<file path="config.mk">
export PLATFORM = sky130hd
export DESIGN_NAME = rom_arbiter_flat
export DESIGN_NICKNAME = d
export VERILOG_FILES = /design/src/rtl/rom_arbiter_if.sv /design/src/rtl/rom_arbiter.sv /design/src/flat_wrapper.sv
export SDC_FILE = /design/constraint.sdc
export NUM_CORES = 1
export LEC_CHECK = 0
export BUFFER_PORTS_ARGS = -buffer_cell sky130_fd_sc_hd__buf_2
export CAP_MARGIN = 20
export CORE_MARGIN = 10
export CORE_UTILIZATION = 44
export CTS_CLUSTER_DIAMETER = 200
export DETAILED_ROUTE_END_ITERATION = 10
export PLACE_DENSITY = 0.79
export SLEW_MARGIN = 20
export SYNTH_ARGS = -nofsm -noshare
export SYNTH_HDL_FRONTEND = slang
export SYNTH_SLANG_ARGS = --single-unit
export TNS_END_PERCENT = 10
</file>
<file path="constraint.sdc">
create_clock -name i_clk -period 2.17 [get_ports i_clk]
set_clock_uncertainty 0.2 [all_clocks]
set_input_delay 0.217 -clock i_clk [delete_from_list [all_inputs] [get_ports i_clk]]
set_output_delay 0.217 -clock i_clk [all_outputs]
set_load 0.005 [all_outputs]
</file>
<file path="src/rtl/rom_arbiter_if.sv">
// Request/response and ROM-macro signals shared between the arbiter, its clients and the ROM.
// The slave modport is the arbiter's view of these signals.
interface rom_arbiter_if #(
    parameter int unsigned nreq  = 2,
    parameter int unsigned abits = 17,
    parameter int unsigned dbits = 64
);
    logic [nreq-1:0]       i_req_valid;
    logic [nreq*abits-1:0] i_req_addr;
    logic [nreq-1:0]       o_req_ready;
    logic [nreq-1:0]       o_resp_valid;
    logic [dbits-1:0]      o_resp_rdata;
    logic [nreq-1:0]       i_resp_ready;
    logic [abits-1:0]      o_rom_addr;
    logic [dbits-1:0]      i_rom_rdata;
    logic                  o_busy;

    modport slave (
        input  i_req_valid,
        input  i_req_addr,
        output o_req_ready,
        output o_resp_valid,
        output o_resp_rdata,
        input  i_resp_ready,
        output o_rom_addr,
        input  i_rom_rdata,
        output o_busy
    );

    modport master (
        output i_req_valid,
        output i_req_addr,
        input  o_req_ready,
        input  o_resp_valid,
        input  o_resp_rdata,
        output i_resp_ready,
        input  o_rom_addr,
        output i_rom_rdata,
        input  o_busy
    );
endinterface

</file>
<file path="src/rtl/rom_arbiter.sv">
// Round-robin arbiter sharing one registered-address ROM macro among nreq readers.
// Two-stage pipeline: stage 1 holds the issued read, stage 2 holds the returned word.
module rom_arbiter #(
    parameter int unsigned nreq  = 2,
    parameter int unsigned abits = 17,
    parameter int unsigned dbits = 64
) (
    input  logic         i_clk,
    input  logic         i_nrst,
    rom_arbiter_if.slave bus
);
    localparam int unsigned LW = (nreq > 1) ? $clog2(nreq) : 1;

    logic [LW-1:0]    r_last;
    logic             r_rd_valid;
    logic [LW-1:0]    r_rd_owner;
    logic [abits-1:0] r_rd_addr;
    logic             r_resp_valid;
    logic [LW-1:0]    r_resp_owner;
    logic [dbits-1:0] r_resp_rdata;

    logic [LW-1:0]    last_n;
    logic             rd_valid_n;
    logic [LW-1:0]    rd_owner_n;
    logic [abits-1:0] rd_addr_n;
    logic             resp_valid_n;
    logic [LW-1:0]    resp_owner_n;
    logic [dbits-1:0] resp_rdata_n;

    logic             resp_hs;
    logic             s1_move;
    logic             can_accept;
    logic             any_req;
    logic             accept;
    logic [LW-1:0]    grant;
    int unsigned      idx;
    logic [abits-1:0] addr_a [nreq];

    for (genvar k = 0; k < nreq; k++) begin : g_unpack
        assign addr_a[k] = bus.i_req_addr[k*abits +: abits];
    end

    // Pipeline advance conditions
    assign resp_hs    = r_resp_valid && bus.i_resp_ready[r_resp_owner];
    assign s1_move    = r_rd_valid && (!r_resp_valid || resp_hs);
    assign can_accept = !r_rd_valid || s1_move;

    // Round-robin search starting just after the last granted requester
    always_comb begin
        grant   = '0;
        any_req = 1'b0;
        idx     = 0;
        for (int unsigned i = 1; i <= nreq; i++) begin
            idx = (32'(r_last) + i) % nreq;
            if (!any_req && bus.i_req_valid[LW'(idx)]) begin
                any_req = 1'b1;
                grant   = LW'(idx);
            end
        end
    end

    // Gated by reset so the combinational outputs drop without waiting for a clock
    assign accept = i_nrst && can_accept && any_req;

    always_comb begin
        bus.o_req_ready = '0;
        if (accept) begin
            bus.o_req_ready[grant] = 1'b1;
        end
    end

    // Re-present the stage-1 address while stalled so the ROM output stays valid
    assign bus.o_rom_addr = accept ? addr_a[grant] : r_rd_addr;

    for (genvar k = 0; k < nreq; k++) begin : g_resp_valid
        assign bus.o_resp_valid[k] = r_resp_valid && (r_resp_owner == LW'(k));
    end

    assign bus.o_resp_rdata = r_resp_rdata;
    assign bus.o_busy       = r_rd_valid || r_resp_valid;

    // Next-state logic for both pipeline stages and the arbitration pointer
    always_comb begin
        last_n       = r_last;
        rd_valid_n   = r_rd_valid;
        rd_owner_n   = r_rd_owner;
        rd_addr_n    = r_rd_addr;
        resp_valid_n = r_resp_valid;
        resp_owner_n = r_resp_owner;
        resp_rdata_n = r_resp_rdata;

        if (accept) begin
            last_n     = grant;
            rd_valid_n = 1'b1;
            rd_owner_n = grant;
            rd_addr_n  = addr_a[grant];
        end else if (s1_move) begin
            rd_valid_n = 1'b0;
        end

        if (s1_move) begin
            resp_valid_n = 1'b1;
            resp_owner_n = r_rd_owner;
            resp_rdata_n = bus.i_rom_rdata;
        end else if (resp_hs) begin
            resp_valid_n = 1'b0;
        end
    end

    always_ff @(posedge i_clk or negedge i_nrst) begin
        if (!i_nrst) begin
            r_last       <= LW'(nreq - 1);
            r_rd_valid   <= 1'b0;
            r_rd_owner   <= '0;
            r_rd_addr    <= '0;
            r_resp_valid <= 1'b0;
            r_resp_owner <= '0;
            r_resp_rdata <= '0;
        end else begin
            r_last       <= last_n;
            r_rd_valid   <= rd_valid_n;
            r_rd_owner   <= rd_owner_n;
            r_rd_addr    <= rd_addr_n;
            r_resp_valid <= resp_valid_n;
            r_resp_owner <= resp_owner_n;
            r_resp_rdata <= resp_rdata_n;
        end
    end
endmodule

</file>
<file path="src/flat_wrapper.sv">
// flat-port wrapper written by rule: the top's interface ports become plain ports
module rom_arbiter_flat 
#(
    parameter int unsigned nreq  = 2,
    parameter int unsigned abits = 17,
    parameter int unsigned dbits = 64
)
  (i_clk, i_nrst, bus_i_req_valid, bus_i_req_addr, bus_o_req_ready, bus_o_resp_valid, bus_o_resp_rdata, bus_i_resp_ready, bus_o_rom_addr, bus_i_rom_rdata, bus_o_busy);
  rom_arbiter_if #(.nreq(nreq), .abits(abits), .dbits(dbits)) bus_i ();
  input  logic i_clk;
  input  logic i_nrst;
  input wire logic [$bits(bus_i.i_req_valid)-1:0] bus_i_req_valid;
  input wire logic [$bits(bus_i.i_req_addr)-1:0] bus_i_req_addr;
  output wire logic [$bits(bus_i.o_req_ready)-1:0] bus_o_req_ready;
  output wire logic [$bits(bus_i.o_resp_valid)-1:0] bus_o_resp_valid;
  output wire logic [$bits(bus_i.o_resp_rdata)-1:0] bus_o_resp_rdata;
  input wire logic [$bits(bus_i.i_resp_ready)-1:0] bus_i_resp_ready;
  output wire logic [$bits(bus_i.o_rom_addr)-1:0] bus_o_rom_addr;
  input wire logic [$bits(bus_i.i_rom_rdata)-1:0] bus_i_rom_rdata;
  output wire logic [$bits(bus_i.o_busy)-1:0] bus_o_busy;
  assign bus_i.i_req_valid = bus_i_req_valid;
  assign bus_i.i_req_addr = bus_i_req_addr;
  assign bus_o_req_ready = bus_i.o_req_ready;
  assign bus_o_resp_valid = bus_i.o_resp_valid;
  assign bus_o_resp_rdata = bus_i.o_resp_rdata;
  assign bus_i.i_resp_ready = bus_i_resp_ready;
  assign bus_o_rom_addr = bus_i.o_rom_addr;
  assign bus_i.i_rom_rdata = bus_i_rom_rdata;
  assign bus_o_busy = bus_i.o_busy;
  rom_arbiter #(.nreq(nreq), .abits(abits), .dbits(dbits)) u_core (.i_clk(i_clk), .i_nrst(i_nrst), .bus(bus_i));
endmodule
</file>
==> metrics <==
full die area 11,860 um2; flop-to-flop setup slack about 90 ps; critical path's top delay family multiplexers; critical path endpoint category output port; Die Wd between 100 and 150 um; routed len/inst 18.51 um; fin nets 582; routed wire length 10.85 mm; Die Span Y 108.9 um; WS Path Type reg -> out; Clock Path Buffers 2; WP data required 1750 ps; Post-DRT Antenna Nets 0; cts bufs inserted 9; Vias/cell 4.741; fin area 5698 um2; measured slew at the worst slew-check pin 546.0 ps; Cell Chain, Critical Path mux2i_4 -> a31oi_4 -> clkbuf_16 -> mux2_4 -> buf_6; critical path's slowest cell dfrtp_1; most frequent cells in the layout buf_2, dfrtp_1, mux2_2; Iter 0 DRT Violations 62; hold depth 3; Placer Congestion 0.8205; sequential share of the synthesized area 0.6188; Syn Inst Count ~210; Peak supply drop just over 0.0007 V; Min-Delay Path Class in -> reg; port bufs 189; Synth warnings 0; Mapped Area 3480 um2; critical path depth 5; Startpoint Class flip-flop; Clock Sinks 86; initial antenna violation count 1; outcome finished with violations; Max stage delay on crit path between 400 and 500 ps; reg2reg path depth 6; CORE AREA 7727 um2; Vias between 2,000 and 3,000; Max-slew headroom 0.6360; Root Buffer Master clkbuf_8; vias in the first global route 3,193; Setup TNS -2839 ps; drt drc 0; I/O pin cnt 190; first-pass GRT wire length 16.56 mm; CTS tree built; Initial Util 0.4503; H-tree depth 3; DPL Wire Length between 7 and 8 mm; max_cap viols 0; pin count of the biggest net entering global routing 45; Leak 2.740 nW; reg2reg start u_core.r_resp_owner; worst-path fanout max 5; final setup fails 17; Worst Hold End u_core.r_rd_addr[7]; failing checks setup timing; clk slew on worst S/H paths 90 ps; share of cells above drive strength 1 0.6646; Final Max Slew Viols 0; Final Util 0.7374; reg2reg end u_core.bus.o_resp_rdata[57]; row cnt 32; most common cell after layout, fill and taps aside buf_2; Post-Syn Nets between 300 and 400; Finished Layout Cells 586; register bit total from synthesis 86; Avg Cell Area, Syn approximately 16 um2; Final Critical Period about 2400 ps; layout overhead on the synthesized area 63.75%; placed insts just under 500; PwrDens between 1000 and 1500 nW/um2; gr ovfl total 0; TritonRoute pass-1 iters 4; RSZ-0062 raised after global routing true; worst path bufs/invs 2; Cell variety after synth 18; Worst Slack Setup Final -186.0 ps; hold_sp bus_i_req_addr[24]; Worst Path Arrival 1940 ps; post-route clock period utilization 1.086; GRT Util Overall 0.1778; Worst-Skew Late Latency 350 ps; Max Freq ~420 MHz; Placed Area 4571 um2; final hold vios 0
[routing by layer]
layer / wire length, um / up-vias / global-route usage
met5: 0 / - / 0
met4: 244 / 0 / 0.07627
met3: 1025 / 19 / 0.06726
met2: 5800 / 121 / 0.3192
met1: 3775 / 1356 / 0.1806
li1: - / 1282 / -
[tightest hold or removal path: cells and delay by family]
family	cells	cell delay (ps)
buffers and inverters	1	70
muxes	2	270
[synth_stat cells (all sizes together)]
cell type	instances	share of area
or2	1	0.0018
a21boi	2	0.0054
and2	2	0.0036
dfstp	1	0.0076
o21ai	1	0.0014
buf	11	0.028
nand2	1	0.0011
a31oi	1	0.0018
dfrtp	85	0.61
nand3	1	0.0014
nor2b	2	0.0036
a21o	1	0.0022
mux2	101	0.33
mux2i	1	0.0040
[state kept, by name (all words and copies together), names as in the netlist]
signal / count
u_core.r_last: 1
u_core.r_resp_owner: 1
u_core.r_rd_valid: 1
u_core.r_resp_valid: 1
u_core.bus.o_resp_rdata: 64
u_core.r_rd_addr: 17
u_core.r_rd_owner: 1
[area by class of cell]
type | count | area [um2]
Clock inverter | 5 | 58.81
Timing Repair Buffer | 267 | 1879
Tap cell | 102 | 127.6
Antenna cell | 1 | 2.502
Clock buffer | 11 | 131.4
Multi-Input combinational cell | 114 | 1345
Sequential cell | 86 | 2153
Fill cell | 510 | 2029
[worst max path at each step]
stage / start / end / slack (ps)
after floorplan: u_core.r_last / bus_o_rom_addr[0] / 290
after global placement: u_core.r_resp_owner / bus_o_rom_addr[9] / 230
after detailed placement: u_core.r_resp_owner / bus_o_rom_addr[4] / 190
after CTS: u_core.r_resp_owner / bus_o_rom_addr[1] / -190
after global routing: u_core.r_resp_owner / bus_o_rom_addr[4] / -250
final: u_core.r_resp_owner / bus_o_rom_addr[15] / -190
[cell families (layout without fill, tap and decap cells)]
family / after synthesis / in the layout / synth area share
other: 0 / 1 / 0
multiplexers: 102 / 102 / 0.3308
flip-flops: 86 / 86 / 0.6188
AO/OA/AOI/OAI: 5 / 5 / 0.01079
AND/OR/NAND/NOR: 7 / 7 / 0.01150
buffers and inverters: 11 / 283 / 0.02804
[per-stage QoR]
step / power, mW / setup WS, ps / hold slack [ps]
6_report: 6.348 / -186.0 / 47.32
5_1_grt: 6.752 / -251.9 / 37.07
4_1_cts: 6.190 / -189.1 / 21.08
3_5_place_dp: 4.891 / 188.7 / 158.1
3_3_place_gp: 4.785 / 229.4 / 155.6
2_1_floorplan: 3.768 / 291.2 / -278.6
[power by group]
part / switching, mW / internal, mW
clock: 0.565 / 0.535
sequential: 0.355 / 2.31
combinational: 0.987 / 1.59
total: 1.91 / 4.44
[timing repair]
| action | in CTS | in global routing |
|---|---|---|
| endpoints found under the setup margin | 19 | 19 |
| pin swaps | 1 | 1 |
| hold buffers | 65 | 0 |
| hold endpoints to repair | 105 | 0 |
| gates resized for setup | 7 | 39 |
| gates cloned | 2 | 1 |
| setup buffers | 5 | 2 |
Power figures use the tool's default switching activity.
